[src/rtl/ftdi601q_tx_arbiter_if.sv]
// ftdi601q_tx_arbiter_if
// Groups the per-channel streaming inputs and the USB TX FIFO write port that
// the arbiter sits between.
//   ch_valid_i[3:0]    per-channel word valid (bit n = channel n)
//   ch_data_i[127:0]   per-channel word, channel n on [32n+31:32n]
//   ch_last_i[3:0]     per-channel last word of packet, qualified by valid
//   ch_ready_o[3:0]    per-channel accept
//   tx_prog_full       TX FIFO programmable-full backpressure
//   tx_en              TX FIFO write enable
//   tx_din[31:0]       TX FIFO write data
// Modports: master = channel sources + FIFO side, slave = arbiter.
interface ftdi601q_tx_arbiter_if;
  logic [3:0]   ch_valid_i;
  logic [127:0] ch_data_i;
  logic [3:0]   ch_last_i;
  logic [3:0]   ch_ready_o;
  logic         tx_prog_full;
  logic         tx_en;
  logic [31:0]  tx_din;

  modport master (
    output ch_valid_i, ch_data_i, ch_last_i, tx_prog_full,
    input  ch_ready_o, tx_en, tx_din
  );

  modport slave (
    input  ch_valid_i, ch_data_i, ch_last_i, tx_prog_full,
    output ch_ready_o, tx_en, tx_din
  );
endinterface

[src/rtl/ftdi601q_tx_arbiter.sv]
// ftdi601q_tx_arbiter
// Round-robin arbiter that merges four 32-bit packet streams into a single
// USB TX FIFO write port. Each grant writes an optional header word followed
// by up to MAX_BURST payload words; a packet longer than MAX_BURST resumes on
// the channel's next grant.
// Ports:
//   sys_clk_i  single clock (same domain as the TX FIFO write port)
//   rst_i      synchronous, active-high reset
//   bus        ftdi601q_tx_arbiter_if.slave (channel streams + TX FIFO port)
//   grant_o    one-hot current grant, 0 when idle
//   busy_o     high whenever the FSM is not in IDLE
// Parameter: MAX_BURST (1..1024) payload words per grant.
// Build option: define FTDI601Q_TX_ARB_HDR_EN to include the HDR state, the
// header word {16'hA55A, seq[7:0], 6'b0, ch[1:0]} and per-channel sequence
// counters. Undefined: IDLE goes straight to DATA, only payload is written.
module ftdi601q_tx_arbiter #(
  parameter int MAX_BURST = 256
) (
  input  logic                        sys_clk_i,
  input  logic                        rst_i,
  ftdi601q_tx_arbiter_if.slave        bus,
  output logic [3:0]                  grant_o,
  output logic                        busy_o
);

  localparam int CNT_W = $clog2(MAX_BURST + 1);

  typedef enum logic [1:0] {
    IDLE = 2'd0,
`ifdef FTDI601Q_TX_ARB_HDR_EN
    HDR  = 2'd1,
`endif
    DATA = 2'd2
  } state_t;

  state_t           state, state_nxt;
  logic [1:0]       rr_last;     // last granted channel
  logic [1:0]       gnt_idx;     // binary form of grant_o
  logic [1:0]       win_idx;
  logic [1:0]       cand;
  logic             found;
  logic [CNT_W-1:0] burst_cnt;
  logic             hs;
  logic             burst_end;
  logic [31:0]      gnt_data;
  logic             gnt_last;

`ifdef FTDI601Q_TX_ARB_HDR_EN
  logic [7:0]       seq [4];
`endif

  // Rotating priority: first valid channel at or after rr_last + 1.
  // NOTE: every signal written in always_comb gets a default first so no latch is inferred.
  always_comb begin
    win_idx = rr_last + 2'd1;
    cand    = '0;
    found   = 1'b0;
    for (int i = 0; i < 4; i++) begin
      cand = rr_last + 2'd1 + 2'(i);
      if (!found && bus.ch_valid_i[cand]) begin
        win_idx = cand;
        found   = 1'b1;
      end
    end
  end

  assign bus.ch_ready_o = (state == DATA && !bus.tx_prog_full) ? grant_o : 4'b0000;
  assign busy_o         = (state != IDLE);

  assign gnt_data  = bus.ch_data_i[{gnt_idx, 5'b00000} +: 32];
  assign gnt_last  = bus.ch_last_i[gnt_idx];
  assign hs        = |(bus.ch_valid_i & bus.ch_ready_o);
  // Last word and the MAX_BURST-th word may coincide; either ends the burst once.
  assign burst_end = hs && (gnt_last || burst_cnt == CNT_W'(MAX_BURST - 1));

  // State register.
  // NOTE: sequential state uses non-blocking assignments so every flop samples pre-edge values.
  always_ff @(posedge sys_clk_i) begin
    if (rst_i) state <= IDLE;
    else       state <= state_nxt;
  end

  // Next-state logic.
  always_comb begin
    state_nxt = state;
    case (state)
      IDLE: begin
        if (|bus.ch_valid_i) begin
`ifdef FTDI601Q_TX_ARB_HDR_EN
          state_nxt = HDR;
`else
          state_nxt = DATA;
`endif
        end
      end
`ifdef FTDI601Q_TX_ARB_HDR_EN
      HDR:  if (!bus.tx_prog_full) state_nxt = DATA;
`endif
      DATA: if (burst_end) state_nxt = IDLE;
      default: state_nxt = IDLE;
    endcase
  end

  // Grant, burst counting and the registered FIFO write port.
  always_ff @(posedge sys_clk_i) begin
    if (rst_i) begin
      grant_o    <= '0;
      gnt_idx    <= '0;
      rr_last    <= 2'd3;          // so channel 0 wins the first search
      burst_cnt  <= '0;
      bus.tx_en  <= 1'b0;
      bus.tx_din <= '0;
`ifdef FTDI601Q_TX_ARB_HDR_EN
      // NOTE: the sequence counters are a small register array that must restart at 0, so it is reset explicitly.
      for (int i = 0; i < 4; i++) seq[i] <= '0;
`endif
    end else begin
      bus.tx_en <= 1'b0;
      case (state)
        IDLE: begin
          if (|bus.ch_valid_i) begin
            gnt_idx   <= win_idx;
            grant_o   <= 4'b0001 << win_idx;
            rr_last   <= win_idx;
            burst_cnt <= '0;
          end
        end
`ifdef FTDI601Q_TX_ARB_HDR_EN
        HDR: begin
          if (!bus.tx_prog_full) begin
            bus.tx_en    <= 1'b1;
            bus.tx_din   <= {16'hA55A, seq[gnt_idx], 6'b000000, gnt_idx};
            seq[gnt_idx] <= seq[gnt_idx] + 8'd1;
          end
        end
`endif
        DATA: begin
          if (hs) begin
            bus.tx_en  <= 1'b1;
            bus.tx_din <= gnt_data;
            burst_cnt  <= burst_cnt + CNT_W'(1);
            if (burst_end) grant_o <= '0;
          end
        end
        default: ;
      endcase
    end
  end

endmodule

[src/flat_wrapper.sv]
// flat-port wrapper written by rule: the top's interface ports become plain ports
module ftdi601q_tx_arbiter_flat 
#(
  parameter int MAX_BURST = 256
)
  (sys_clk_i, rst_i, grant_o, busy_o, bus_ch_valid_i, bus_ch_data_i, bus_ch_last_i, bus_tx_prog_full, bus_ch_ready_o, bus_tx_en, bus_tx_din);
  ftdi601q_tx_arbiter_if bus_i ();
  input  logic sys_clk_i;
  input  logic rst_i;
  output logic [3:0] grant_o;
  output logic busy_o;
  input wire logic [$bits(bus_i.ch_valid_i)-1:0] bus_ch_valid_i;
  input wire logic [$bits(bus_i.ch_data_i)-1:0] bus_ch_data_i;
  input wire logic [$bits(bus_i.ch_last_i)-1:0] bus_ch_last_i;
  input wire logic [$bits(bus_i.tx_prog_full)-1:0] bus_tx_prog_full;
  output wire logic [$bits(bus_i.ch_ready_o)-1:0] bus_ch_ready_o;
  output wire logic [$bits(bus_i.tx_en)-1:0] bus_tx_en;
  output wire logic [$bits(bus_i.tx_din)-1:0] bus_tx_din;
  assign bus_i.ch_valid_i = bus_ch_valid_i;
  assign bus_i.ch_data_i = bus_ch_data_i;
  assign bus_i.ch_last_i = bus_ch_last_i;
  assign bus_i.tx_prog_full = bus_tx_prog_full;
  assign bus_ch_ready_o = bus_i.ch_ready_o;
  assign bus_tx_en = bus_i.tx_en;
  assign bus_tx_din = bus_i.tx_din;
  ftdi601q_tx_arbiter #(.MAX_BURST(MAX_BURST)) u_core (.sys_clk_i(sys_clk_i), .rst_i(rst_i), .bus(bus_i), .grant_o(grant_o), .busy_o(busy_o));
endmodule
[config.mk]
export PLATFORM = sky130hd
export DESIGN_NAME = ftdi601q_tx_arbiter_flat
export DESIGN_NICKNAME = d
export VERILOG_FILES = /design/src/rtl/ftdi601q_tx_arbiter_if.sv /design/src/rtl/ftdi601q_tx_arbiter.sv /design/src/flat_wrapper.sv
export SDC_FILE = /design/constraint.sdc
export NUM_CORES = 1
export LEC_CHECK = 0
export CORE_MARGIN = 1
export CORE_UTILIZATION = 37
export DETAILED_ROUTE_END_ITERATION = 8
export GPL_TIMING_DRIVEN = 0
export PLACE_DENSITY = 0.81
export REMOVE_ABC_BUFFERS = 1
export SLEW_MARGIN = 20
export SYNTH_ARGS = -nofsm -noshare
export SYNTH_HDL_FRONTEND = slang
export SYNTH_SLANG_ARGS = --single-unit
[constraint.sdc]
create_clock -name sys_clk_i -period 2 [get_ports sys_clk_i]
set_input_delay 0.3 -clock sys_clk_i [delete_from_list [all_inputs] [get_ports sys_clk_i]]
set_output_delay 0.3 -clock sys_clk_i [all_outputs]
set_load 0.02 [all_outputs]
==> impl_metrics.toml, run 1 <==
[drt]
via_per_inst = 5.22
drt-initial-drc-count = 97
wl_per_cell_um = 15.6
vias = 2951
dr.pass1.iters = 4
met1_length_um = 3390
ant_nets = 0
wl_um = 8790
met2_length_um = 4820
top_layer = "met4"
wl_met3_um = 415
drc = 0

[setup_path]
slowest_delay_ps = 590
crit_path_cell_trace = "clkdlybuf4s50_1 > nor2b_2 > and2_1 > clkdlybuf4s50_1"
worst-path-buf-inv = 2
cp_slowest_cell = "clkdlybuf4s50_1"
worst_setup_path_end_kind = "primary output"
critPathKind = "primary input to primary output"
rrSetupSlack_ps = 150
r2r_start = "u_core.burst_cnt[4]"
start_kind = "primary input"
cpMostUsedCell = "clkdlybuf4s50_1"
crit_arrival_ps = 1620
rr_endpoint = "u_core.grant_o[3]"
rr_worst_depth = 8
crit_required_ps = 1700
worst-path-max-fanout = 4
critPathTopFamily = "buffers and inverters"

[worst_hold_path]
holdPathEnd = "u_core.bus.tx_din[12]"
hold_path.class = "flip-flop to flip-flop"
min_from = "u_core.bus.tx_din[12]"
whs_path_depth = 2

[timing]
tns_ps = 0
rsz0062_at_grt = "false"
setup_ws_ps = 76.4
period_share_pct = 96.2
clock_skew_ps = 5.28
whs_ps = 457
worst_pin_slew_ps = 744
slew_violations = 0
worst_slew_margin_rel_pct = 50.4
final.min_clock_period_ps = 1920
timing.final.setup_violations = 0
max_clock_freq_mhz = 520
final_hold_viol_count = 0

[pwr]
leakage_nw = 1.64
peakVddDrop_mv = 0.278
power_mw = 2.50
power.density_mw_per_mm2 = 513

[job]
cap_violations = 0

[die]
num_io_pins = 181
die-area_mm2 = 0.00808
die_w_um = 89.9
design.core.area_mm2 = 0.00737
rows = 31
die_h_um = 89.9
start_util_pct = 38.8

[yosys]
seq_area_frac_synth_pct = 35.7
ys_warn_count = 0
netlist_top_cells_count = "nand2_1, dfxtp_1, a21oi_1, mux4_2, nor2_1"
ys_seq_elements = 51
syn_area_per_cell_um2 = 9.69
ys_top_cells_by_area = "dfxtp_1, mux4_2, nand2_1"
ys_types = 39
syn_inst = 295
synth_edf_count = 0
synth.most_common_cell = "nand2_1"
synth_top_cell_by_area = "dfxtp_1"
synthDominantCellAreaShare_pct = 35.7
synthFlopType = "dfxtp_1"
synthesis.area_mm2 = 0.00286
async_reset_ff_share_pct = 0

[placed_design]
dp_slack_ps = -463
place_hpwl_um = 6900
io_buffers = 180
gp_congestion = 0.803
dpl-instance-area_mm2 = 0.00474

[clock_network]
cts.sinks = 51
clockRootBuffer = "clkbuf_8"
cts_tree = "built"
h-tree-depth = 2
clock_latency_ps = 290
clk_pin_slew_worst_paths_ps = 90
cts_max_path_buffers = 2
ctsHoldBuffers = 0
cts_made_buffers = 5

[global_route]
grt_pass1_wl_um = 13900
grt.total_usage_pct = 21.4
grt_max_degree = 42
grt.overflow.total = 0
antenna_found_initial = 0
grt_pass1_vias = 3041

[finish]
finalNetCount = 606
fin_area_mm2 = 0.00488
num_antenna_cells = 0
area_delta_synth_final_pct = 70.9
drive_above_1_share_pct = 13.1

[outcome]
status = "finished clean"
-- layer usage --
metal	GRT usage (%)	vias to the layer above
met5	0	-
met4	6.85	0
met3	3.05	13
met2	41.7	118
met1	23.6	1394
li1	-	1426
-- sequential cells by signal, summed over array words and instances (netlist names) --
signal and count:
u_core.bus.tx_en 1, u_core.rr_last 2, u_core.burst_cnt 9, u_core.bus.tx_din 32, u_core.state 1, u_core.gnt_idx 2
u_core.grant_o 4
-- metrics by stage --
stage	cells	utilization (%)
4_1_cts	564	65.8
3_5_place_dp	555	64.4
6_report	565	66.3
2_1_floorplan	274	-
5_1_grt	565	66.3
3_3_place_gp	553	63.5
-- cell type report --
type	instances	area, um2
clock buffer	5	68.8
inverter	7	26.3
sequential	51	1030
clock inverter	3	15.0
tap	99	124
multi-input combinational	217	1750
fill	595	2480
timing repair buffer	183	1870
-- how the worst max path moves through the flow --
| stage | cells after the start | to | slack (ps) | startpoint |
|---|---|---|---|---|
| 2_1_floorplan | 4 | u_core.grant_o[0] | -710 | u_core.grant_o[1] |
| 3_3_place_gp | 5 | u_core.grant_o[2] | -2260 | bus_ch_valid_i[0] |
| 3_5_place_dp | 5 | u_core.burst_cnt[1] | -460 | bus_ch_valid_i[1] |
| 4_1_cts | 8 | u_core.grant_o[3] | 7 | u_core.burst_cnt[3] |
| 5_1_grt | 3 | bus_ch_ready_o[2] | 7 | u_core.state[1] |
| 6_report | 4 | bus_ch_ready_o[2] | 80 | bus_tx_prog_full |
-- kinds of logic (layout without fill, tap and decap cells) --
| family | after synthesis | after routing | share of synthesized area, % |
|---|---|---|---|
| muxes | 34 | 34 | 25.9 |
| xor gates and xnor gates | 4 | 4 | 1.23 |
| DFF | 51 | 51 | 35.7 |
| adders and majority gates | 2 | 2 | 0.875 |
| buffers and inverters | 28 | 198 | 4.68 |
| and+or+nand+nor | 103 | 103 | 15.4 |
| AOI/OAI and AO/OA | 73 | 74 | 16.1 |
-- cells in the final DEF, fill, tap and decap left out, types with 5 or more instances in the layout --
master           count
clkdlybuf4s50_1    176
dfxtp_1             46
nand3_1              5
nand2_1             68
inv_1                7
nor2_1              11
clkbuf_8             5
mux4_2              32
nand2b_1             6
a21oi_1             40
-- where the power goes --
part           switching, mW  internal, mW  total [mW]
clock                  0.318         0.240       0.558
combinational          0.266         0.533       0.799
sequential            0.0910          1.06        1.15
-- timing repair --
item                                   in CTS  in global routing
endpoints found under the hold margin       0                  0
setup endpoints to repair                  46                 11
pin swaps                                   1                  1
resized for setup                           3                  9
cloned                                      0                  1
setup buffers                               1                  0
-- tightest hold or removal path: stages, from the launching register on --
cell and delay, ps:
dfxtp_1 320, nand2_1 50, a21oi_1 50
(Power assumes the default switching activity.)
==> inputs of run 2 (changes only) <==
--- a/config.mk
+++ b/config.mk
@@ -9,6 +9,7 @@
 export CORE_UTILIZATION = 37
 export DETAILED_ROUTE_END_ITERATION = 8
 export GPL_TIMING_DRIVEN = 0
+export MAX_ROUTING_LAYER = met4
 export PLACE_DENSITY = 0.81
 export REMOVE_ABC_BUFFERS = 1
 export SLEW_MARGIN = 20
==> impl_metrics.toml, run 2 (synthesized netlist as in run 1, its figures left out) <==
[worst_hold_path]
holdPathEnd = "u_core.bus.tx_din[24]"
whs_path_depth = 2
min_from = "u_core.bus.tx_din[24]"
hold_path.class = "flip-flop to flip-flop"

[setup_path]
crit_path_cell_trace = "clkdlybuf4s50_1 > nor2b_2 > and2_1 > clkdlybuf4s50_1"
cpMostUsedCell = "clkdlybuf4s50_1"
critPathKind = "primary input to primary output"
worst_setup_path_end_kind = "primary output"
rr_endpoint = "u_core.grant_o[0]"
slowest_delay_ps = 590
rrSetupSlack_ps = 150
r2r_start = "u_core.burst_cnt[4]"
critPathTopFamily = "buffers and inverters"
worst-path-max-fanout = 4
crit_required_ps = 1700
cp_slowest_cell = "clkdlybuf4s50_1"
start_kind = "primary input"
crit_arrival_ps = 1620
rr_worst_depth = 8
worst-path-buf-inv = 2

[timing]
worst_pin_slew_ps = 757
final_hold_viol_count = 0
rsz0062_at_grt = "false"
worst_slew_margin_rel_pct = 49.5
final.min_clock_period_ps = 1920
max_clock_freq_mhz = 520
setup_ws_ps = 76.4
period_share_pct = 96.2
slew_violations = 0
tns_ps = 0
timing.final.setup_violations = 0
clock_skew_ps = 5.02

[finish]
area_delta_synth_final_pct = 70.9
finalNetCount = 606
final_cell_mix = "clkdlybuf4s50_1, nand2_1, dfxtp_1, a21oi_1, mux4_2"
fin_cells = 565
largest-register = "u_core.bus.tx_din"
reg_top3 = "u_core.bus.tx_din x32, u_core.burst_cnt x9, u_core.grant_o x4"
final_common_cell = "clkdlybuf4s50_1"
num_antenna_cells = 0
largest_register_ffs = 32
drive_above_1_share_pct = 13.1
fillers = 595

[global_route]
grt_max_degree = 42
grt_pass1_vias = 3043
grt.overflow.total = 0
antenna_found_initial = 0
grt_pass1_wl_um = 13900
grt.total_usage_pct = 22.0

[drt]
drt-initial-drc-count = 91
drc = 0
via_per_inst = 5.18
wl_um = 8770
vias = 2928
dr.pass1.iters = 4
ant_nets = 0
wl_per_cell_um = 15.5

[die]
design.core.area_mm2 = 0.00737
die-area_mm2 = 0.00808
num_io_pins = 181
rows = 31
die_w_um = 89.9
die_h_um = 89.9
start_util_pct = 38.8

[clock_network]
cts_tree = "built"
cts.sinks = 51
ctsHoldBuffers = 0
clk_pin_slew_worst_paths_ps = 90
h-tree-depth = 2
clock_latency_ps = 290
cts_max_path_buffers = 2
cts_made_buffers = 5
clockRootBuffer = "clkbuf_8"

[pwr]
power_frac_seq_pct = 45.8
power_frac_comb_pct = 31.9
switching_share_pct = 27.0
peakVddDrop_mv = 0.281
p_clk_share_pct = 22.4
leakage_nw = 1.64
power.density_mw_per_mm2 = 513
p_switching_mw = 0.678
p_int_mw = 1.83
power_mw = 2.51

[job]
cap_violations = 0

[placed_design]
place_hpwl_um = 6900
io_buffers = 180
dp_slack_ps = -463
gp_congestion = 0.814
place_inst = 555

[outcome]
status = "finished clean"
==> run 2: how the worst max path moves through the flow <==
stage,depth (start not counted),startpoint,to,slack [ps]
after floorplan,4,u_core.grant_o[1],u_core.grant_o[0],-710
after global placement,5,bus_ch_valid_i[0],u_core.grant_o[2],-2260
after detailed placement,5,bus_ch_valid_i[1],u_core.burst_cnt[1],-460
after CTS,8,u_core.burst_cnt[3],u_core.grant_o[3],7
after global routing,3,u_core.state[1],bus_ch_ready_o[2],7
final,4,bus_tx_prog_full,bus_ch_ready_o[2],80
==> run 2: final cells by class <==
cell class	count	area, um2	share of cell area, %
multi-input cells	217	1750	35.9
inverters	7	26.3	0.538
well taps	99	124	2.54
clock buffers	5	68.8	1.41
repair buffers	183	1870	38.2
flip-flops and latches	51	1030	21.1
clock inverters	3	15.0	0.307
==> run 2: through the flow <==
stage	instance area, um2	hold WS [ps]	util, %
detailed placement	4740	447	64.4
finish	4880	457	66.3
floorplan	2750	369	-
CTS	4850	459	65.8
global route	4880	479	66.3
global placement	4680	442	63.5
==> run 2: power groups by stage <==
| stage | logic, mW | registers [mW] | clock network (mW) |
|---|---|---|---|
| 2_1_floorplan | 0.326 | 1.19 | 0 |
| 3_3_place_gp | 0.750 | 1.18 | 0 |
| 3_5_place_dp | 0.785 | 1.18 | 0 |
| 4_1_cts | 0.790 | 1.15 | 0.575 |
| 5_1_grt | 0.853 | 1.16 | 0.622 |
| 6_report | 0.799 | 1.15 | 0.562 |
==> run 2: worst reg2reg max path: cells and delay by family (launching register included) <==
kind | cells | cell delay [ps]
AOI/OAI and AO/OA | 3 | 540
DFF | 1 | 380
adders and majority gates | 1 | 180
and+or+nand+nor | 4 | 640
==> run 2: repair_timing <==
item                                    CTS  global route
gates resized for setup                   3             9
pin swaps                                 1             1
setup buffers                             1             0
endpoints found under the setup margin   46            11
gates cloned                              0             1
==> run 2: routing by layer <==
layer  up-vias  GRT usage (%)  wire [um]
met5         -              -          0
met1      1368           24.1       3450
met2       118           41.7       4800
li1       1427              -          -
met4         0           6.85        176
met3        15           2.37        352
